===== src/rtl/instruction_fetch_unit.sv =====
// Instruction fetch stage: a PC register, the IF/ID pipeline register and a BOOT/RUN/HALTED FSM.
// Optional feature: define IFU_STALL_COUNT_EN to add a saturating 16-bit stall_cnt output.
module instruction_fetch_unit #(
   parameter logic [31:0] RESET_PC   = 32'h0000_0000,
   parameter int unsigned IMEM_WORDS = 64
) (
   input  logic        clk,
   input  logic        rst,
   output logic [31:0] imem_addr,
   input  logic [31:0] imem_data,
   input  logic        stall,
   input  logic        redirect,
   input  logic [31:0] redirect_pc,
   input  logic        halt,
   output logic [31:0] if_id_pc,
   output logic [31:0] if_id_instr,
   output logic        if_id_valid,
   output logic [1:0]  fetch_state
`ifdef IFU_STALL_COUNT_EN
   ,
   output logic [15:0] stall_cnt
`endif
);

   // Byte-address mask of the instruction memory; IMEM_WORDS is a power of two.
   localparam logic [31:0] PcMask = 32'(4 * IMEM_WORDS - 1);

   typedef enum logic [1:0] {
      StBoot   = 2'd0,
      StRun    = 2'd1,
      StHalted = 2'd2,
      StBad    = 2'd3
   } state_e;

   state_e      state_q;
   logic [31:0] pc_q;
   logic [31:0] if_id_pc_q;
   logic [31:0] if_id_instr_q;
   logic        if_id_valid_q;

   logic [31:0] pc_inc;
   logic [31:0] redir_target;

   always_comb begin
      pc_inc       = (pc_q + 32'd4) & PcMask;
      // Clearing the low two bits word-aligns the target before wrapping it into memory.
      redir_target = redirect_pc & ~32'h0000_0003 & PcMask;
   end

   always_ff @(posedge clk or posedge rst) begin
      if (rst) begin
         state_q       <= StBoot;
         pc_q          <= RESET_PC;
         if_id_pc_q    <= 32'd0;
         if_id_instr_q <= 32'd0;
         if_id_valid_q <= 1'b0;
      end else begin
         case (state_q)
            StBoot: begin
               state_q <= StRun;
            end
            StRun: begin
               if (redirect) begin
                  pc_q          <= redir_target;
                  if_id_pc_q    <= 32'd0;
                  if_id_instr_q <= 32'd0;
                  if_id_valid_q <= 1'b0;
               end else if (stall) begin
                  pc_q <= pc_q;
               end else begin
                  if_id_pc_q    <= pc_q;
                  if_id_instr_q <= imem_data;
                  if_id_valid_q <= 1'b1;
                  if (halt) begin
                     // The instruction at PC is consumed but PC itself stays put.
                     state_q <= StHalted;
                  end else begin
                     pc_q <= pc_inc;
                  end
               end
            end
            StHalted: begin
               if_id_pc_q    <= 32'd0;
               if_id_instr_q <= 32'd0;
               if_id_valid_q <= 1'b0;
               if (redirect) begin
                  pc_q    <= redir_target;
                  state_q <= StRun;
               end
            end
            default: begin
               state_q <= StBoot;
            end
         endcase
      end
   end

   assign imem_addr   = pc_q;
   assign if_id_pc    = if_id_pc_q;
   assign if_id_instr = if_id_instr_q;
   assign if_id_valid = if_id_valid_q;
   assign fetch_state = state_q;

`ifdef IFU_STALL_COUNT_EN
   logic [15:0] stall_cnt_q;

   always_ff @(posedge clk or posedge rst) begin
      if (rst) begin
         stall_cnt_q <= 16'd0;
      end else if (state_q == StRun && stall && !redirect && stall_cnt_q != 16'hFFFF) begin
         stall_cnt_q <= stall_cnt_q + 16'd1;
      end
   end

   assign stall_cnt = stall_cnt_q;
`endif

endmodule

===== config.mk =====
export PLATFORM = sky130hd
export DESIGN_NAME = instruction_fetch_unit
export DESIGN_NICKNAME = d
export VERILOG_FILES = /design/src/rtl/instruction_fetch_unit.sv
export SDC_FILE = /design/constraint.sdc
export NUM_CORES = 1
export LEC_CHECK = 0
export CAP_MARGIN = 20
export CORE_MARGIN = 5
export CORE_UTILIZATION = 34
export CTS_CLUSTER_SIZE = 16
export DETAILED_ROUTE_END_ITERATION = 8
export PLACE_DENSITY = 0.8
export SETUP_SLACK_MARGIN = 0.2
export SKIP_CTS_REPAIR_TIMING = 1
export SLEW_MARGIN = 20
export SYNTH_ARGS = -nofsm -noshare
export SYNTH_HDL_FRONTEND = slang
export SYNTH_SLANG_ARGS = --single-unit

===== constraint.sdc =====
create_clock -name clk -period 1.9 [get_ports clk]
set_clock_uncertainty 0.2 [all_clocks]
set_input_delay 0.285 -clock clk [delete_from_list [all_inputs] [get_ports clk]]
set_output_delay 0.285 -clock clk [all_outputs]
set_load 0.02 [all_outputs]

---- Word level (Yosys, flattened, before mapping) ----
Index checks and enable logic that the tools add are counted.
Widths: inputs -> output; s select.
word-level totals
  register bits after elaboration ......... 99
  bits of input ports ..................... 69
  output and inout bits ................... 99
  logic and storage cells ................. 38
operators by class
  $add $sub $neg .......................... 1
  eq/ne operators ......................... 8
  muxes and demuxes ....................... 19
  reduce and logical (&&, ||, !) cells .... 5
operators with widths
  operator             count
  $mux 32              8
  $pmux 32 s2          3
  $add 8x3->8 const B  1
  $mux 2               4
  $ne 2x2->1 const B   4
  $reduce_and 4->1     2
  $ne 3x3->1 const B   2
  $pmux 2 s3           1
  $eq 2x1->1 const B   1
  $eq 2x2->1 const B   1
  $logic_not 2->1      1
  $mux 1               2
  $pmux 1 s2           1
  $reduce_and 2->1     1
  $reduce_bool 2->1    1

---- Logic depth before layout (Yosys ltp) ----
Gate-level depths: netlist of the first run.
  depth after elaboration ................. 5
  gate-level depth with buffers ........... 5
  depth with buffers taken out ............ 4

---- Least setup slack after synthesis of the first run ----
Ideal clock, no wire load.
  path kind ............................... register to register
  start ................................... reg state_q[1] (netlist: fetch_state[1])
  end ..................................... reg pc_q[2] (netlist: imem_addr[2])
  setup time .............................. 0.124 ns
  arrival time ............................ 1.495 ns
  data required time ...................... 1.576 ns
  slack ................................... 0.081 ns
  stages on the path, launching flop included .. 5
  path buffers ............................ 1
  period minus slack after synthesis ...... 1.819 ns
  cells stage by stage .................... dfrtp_1 or3b_1 a2bb2oi_2 buf_6 a211o_1
between the ends
  cells in the longest elaborated chain, start to end .. 3
  elaborated cells on any way between the ends .. 8
  classes of those cells .................. eq/ne (5); mux (1); reduce/logical (2)
ends and longest elaborated chain
  item                                                       RTL line  text
  from (decl)                                                35        state_e state_q;
  from (signal assigned)                                     52        state_q <= StBoot;
  from (signal assigned)                                     60        state_q <= StRun;
  from (signal assigned)                                     76        state_q <= StHalted;
  $eq 2x1->1 / $eq 2x2->1 (equally long branches)            58        case (state_q)
  $ne 3x3->1 (no source line), or another cell as far along  n/a
  $reduce_and 4->1 (no source line)                          n/a
  to (signal assigned)                                       64        pc_q <= redir_target;
  to (signal assigned)                                       69        pc_q <= pc_q;
  to (signal assigned)                                       78        pc_q <= pc_inc;
  to (decl)                                                  36        logic [31:0] pc_q;
Several ways; a longest one is shown, not always the timed one.
A chain may end at the register's enable or synchronous reset.

---- Worst setup path after layout of the first run ----
Same ends and word-level chain as after synthesis.

==> results by group, run 1 <==
Run status
  – Status: finished, final reports clean

CTS
  – Clock latency on the worst-skew pair: approximately 0.3 ns
  – Clk pin slew, worst setup/hold paths: roughly 0.10 ns
  – TritonCTS Buffers: 5
  – Clock sinks: 48
  – Bufs on Longest Clock Path: 2
  – CTS tree: done
  – Root Driver: clkbuf_8
  – H-tree Lvls: 2

Timing
  – Crit path time final: 1.77 ns
  – Fin. Hold Viols: 0
  – Max-slew violation count: 0
  – Final worst path period share: slightly above 90%
  – Fmax: 566 MHz
  – Setup ws final: approximately 0.13 ns
  – RSZ-0062 raised after global routing: yes
  – Final setup viols: 0

Floorplan
  – Die Ht: ~90 um
  – I/O pins: around 170
  – Core area: 6460 um2
  – Starting density of the core: between 30% and 40%
  – Chip width: about 90 um
  – Std cell rows: 29
  – DIE AREA: ~8500 um2

Global route
  – First-pass GRT wire length: 8.82 mm
  – Largest net degree at the start of global routing: between 40 and 50
  – Vias in the first global route: 1,685
  – Antenna violations before repair: 0
  – Grt total ovfl: 0
  – Total GRT Usage: between 10% and 20%

Power and ir drop
  – Pwr Density: about 860 nW/um2
  – Worst vdd ir: 0.325 mV
  – Lkg Pwr: 2.30 nW

Cells and area
  – Fillers: between 500 and 600
  – Nets: about 370
  – Area Growth Syn to Fin: 55.9%
  – Final std cells w/o fill: 381
  – Number of inserted diodes: 0
  – Layout cells sized above 1: 13.5%

Placed design
  – Placed Cells: about 370
  – Routability congestion estimate: 0.786
  – Post-place setup slack: -0.127 ns
  – Buffers added on ports: 91
  – DP HPWL: around 4.3 mm

Synth
  – Cells after Synth: between 150 and 200
  – Synth cell count leaders: 53 x buf_4, 48 x dfrtp_1, 38 x a22o_1, 5 x a21oi_1, 5 x inv_1
  – Post-synth top area share: about 53%
  – Main flop type after synthesis: dfrtp_1
  – Most area-consuming cells after synthesis: dfrtp_1 53%, buf_4 17%, a22o_1 15%, a32oi_1 1.2%, o22a_1 1.2%
  – Syn Area/Cell: 11.7 um2
  – Post-synth ARST share: 100%
  – Mapped cell area: between 2000 and 2500 um2
  – Yosys top cell by area: dfrtp_1
  – Sequential cell area fraction in the yosys report: 52.6%
  – Synthesized flop and latch total: 48
  – Post-synth EDFFs: 0
  – Post-synth cell types: 31
  – Top-count cell post-synth: buf_4
  – Syn. warnings: 0

Critical path
  – Reg2Reg Capture Point: imem_addr[2]
  – Reg2Reg Setup Slack: roughly 0.13 ns
  – Setup CP Type: register to register
  – R2R depth: 6
  – Critical R2R Launch: fetch_state[1]
  – Critical Path Sink Type: register
  – Crit-path max FO: 7
  – Arr. time, crit path: around 1.8 ns
  – CP startpoint kind: register
  – Critical Path RT: approximately 1.9 ns

Drt
  – Wire per inst: 15.9 um
  – DRT antenna net count: 0
  – Residual DRC: 0
  – Vias per cell: 4.64
  – DR iter-0 viols: ~110
  – Vias: between 1,500 and 2,000
  – WL final: between 6 and 7 mm
  – Drt pass-1 iters: 4

Job
  – Max cap viols: 0

Worst hold path
  – Worst Hold Class: input port to asynchronous set/reset pin
## final cells by class
class | instances | area [um2] | share of cell area [%]
repair buffers | 111 | 1240 | 34.7
flip-flops and latches | 48 | 1200 | 33.8
multi-input cells | 132 | 890 | 25.0
well taps | 77 | 96.3 | 2.71
clock buffers | 5 | 68.8 | 1.93
clock inverters | 3 | 46.3 | 1.30
inverters | 5 | 18.8 | 0.527
## state kept, by name, summed over array words and instances, names as in the netlist
register,flops
if_id_valid,1
if_id_pc,7
if_id_instr,32
fetch_state,2
imem_addr,6
## where the power goes
group	leakage (nW)	internal, W	switching [W]	total, W
Combinational	1.63	0.000488	0.000551	0.00104
Sequential	0.624	0.00116	0.000124	0.00128
Clock	0.0548	0.000397	0.000359	0.000756
## routing by layer
layer  vias up  share of wire (%)  global-route usage (%)
met5         -                  0                       0
met2        89                 50                    21.5
met3         5                6.7                    3.03
met4         0               0.93                    4.08
met1       857                 43                    16.8
li1        818                  -                       -
## cell usage in the layout (no fill, tap or decap), types with 4 or more instances in the layout
cell and count:
conb_1 50, dlymetal6s2s_1 49, dfrtp_1 46, clkdlybuf4s50_1 42, a22o_1 38, buf_4 13, clkbuf_8 5, inv_1 4
a21oi_1 4, buf_6 4
## worst max path at each step
stage	from	endpoint	slack, ns	cells after the start
after detailed placement	stall	if_id_instr[5]	-0.13	6
after global routing	fetch_state[1]	imem_addr[2]	0.09	6
final	fetch_state[1]	imem_addr[2]	0.13	6
after global placement	stall	if_id_instr[11]	-0.11	6
after floorplan	fetch_state[1]	imem_addr[2]	0.15	4
after CTS	imem_addr[4]	imem_addr[4]	-0.04	1
## cell families (layout without fill, tap and decap cells)
| logic type | count (synthesis) | after routing | synth area share [%] |
|---|---|---|---|
| xor gates and xnor gates | 1 | 1 | 0.384 |
| other | 1 | 50 | 0.164 |
| muxes | 2 | 2 | 0.877 |
| adders and majority gates | 1 | 1 | 0.548 |
| AOI/OAI and AO/OA | 57 | 58 | 20.5 |
| buffers and inverters | 66 | 124 | 20.1 |
| DFF | 48 | 48 | 52.6 |
| and+or+nand+nor | 20 | 20 | 4.82 |
## stage by stage
stage               area (um2)  util [%]  hold WS, ns  setup TNS, ns  power [W]
floorplan                 2470         -        0.218              0    0.00189
global placement          3200      49.5        0.260          -4.13    0.00230
detailed placement        3200      49.5        0.264          -4.36    0.00233
CTS                       3310      51.3        0.149         -0.126    0.00310
global route              3560      55.1        0.157              0    0.00325
finish                    3560      55.1        0.132              0    0.00308
## critical path: stages, from the launching register on
cell	delay, ns
dfrtp_2	0.45
buf_4	0.14
buf_4	0.14
xor2_4	0.16
a2bb2oi_4	0.23
nor4_1	0.07
a211o_1	0.28
(Power assumes the default switching activity.)
==> run 2, diff against run 1 <==
--- a/config.mk
+++ b/config.mk
@@ -5,14 +5,16 @@
 export SDC_FILE = /design/constraint.sdc
 export NUM_CORES = 1
 export LEC_CHECK = 0
-export CAP_MARGIN = 20
+export CAP_MARGIN = 40
 export CORE_MARGIN = 5
 export CORE_UTILIZATION = 34
 export CTS_CLUSTER_SIZE = 16
 export DETAILED_ROUTE_END_ITERATION = 8
+export GPL_ROUTABILITY_DRIVEN = 0
 export PLACE_DENSITY = 0.8
 export SETUP_SLACK_MARGIN = 0.2
 export SKIP_CTS_REPAIR_TIMING = 1
+export SKIP_LAST_GASP = 1
 export SLEW_MARGIN = 20
 export SYNTH_ARGS = -nofsm -noshare
 export SYNTH_HDL_FRONTEND = slang
==> results of run 2 <==
Same layout as run 1: the final DEF is identical, and so are final timing and power.
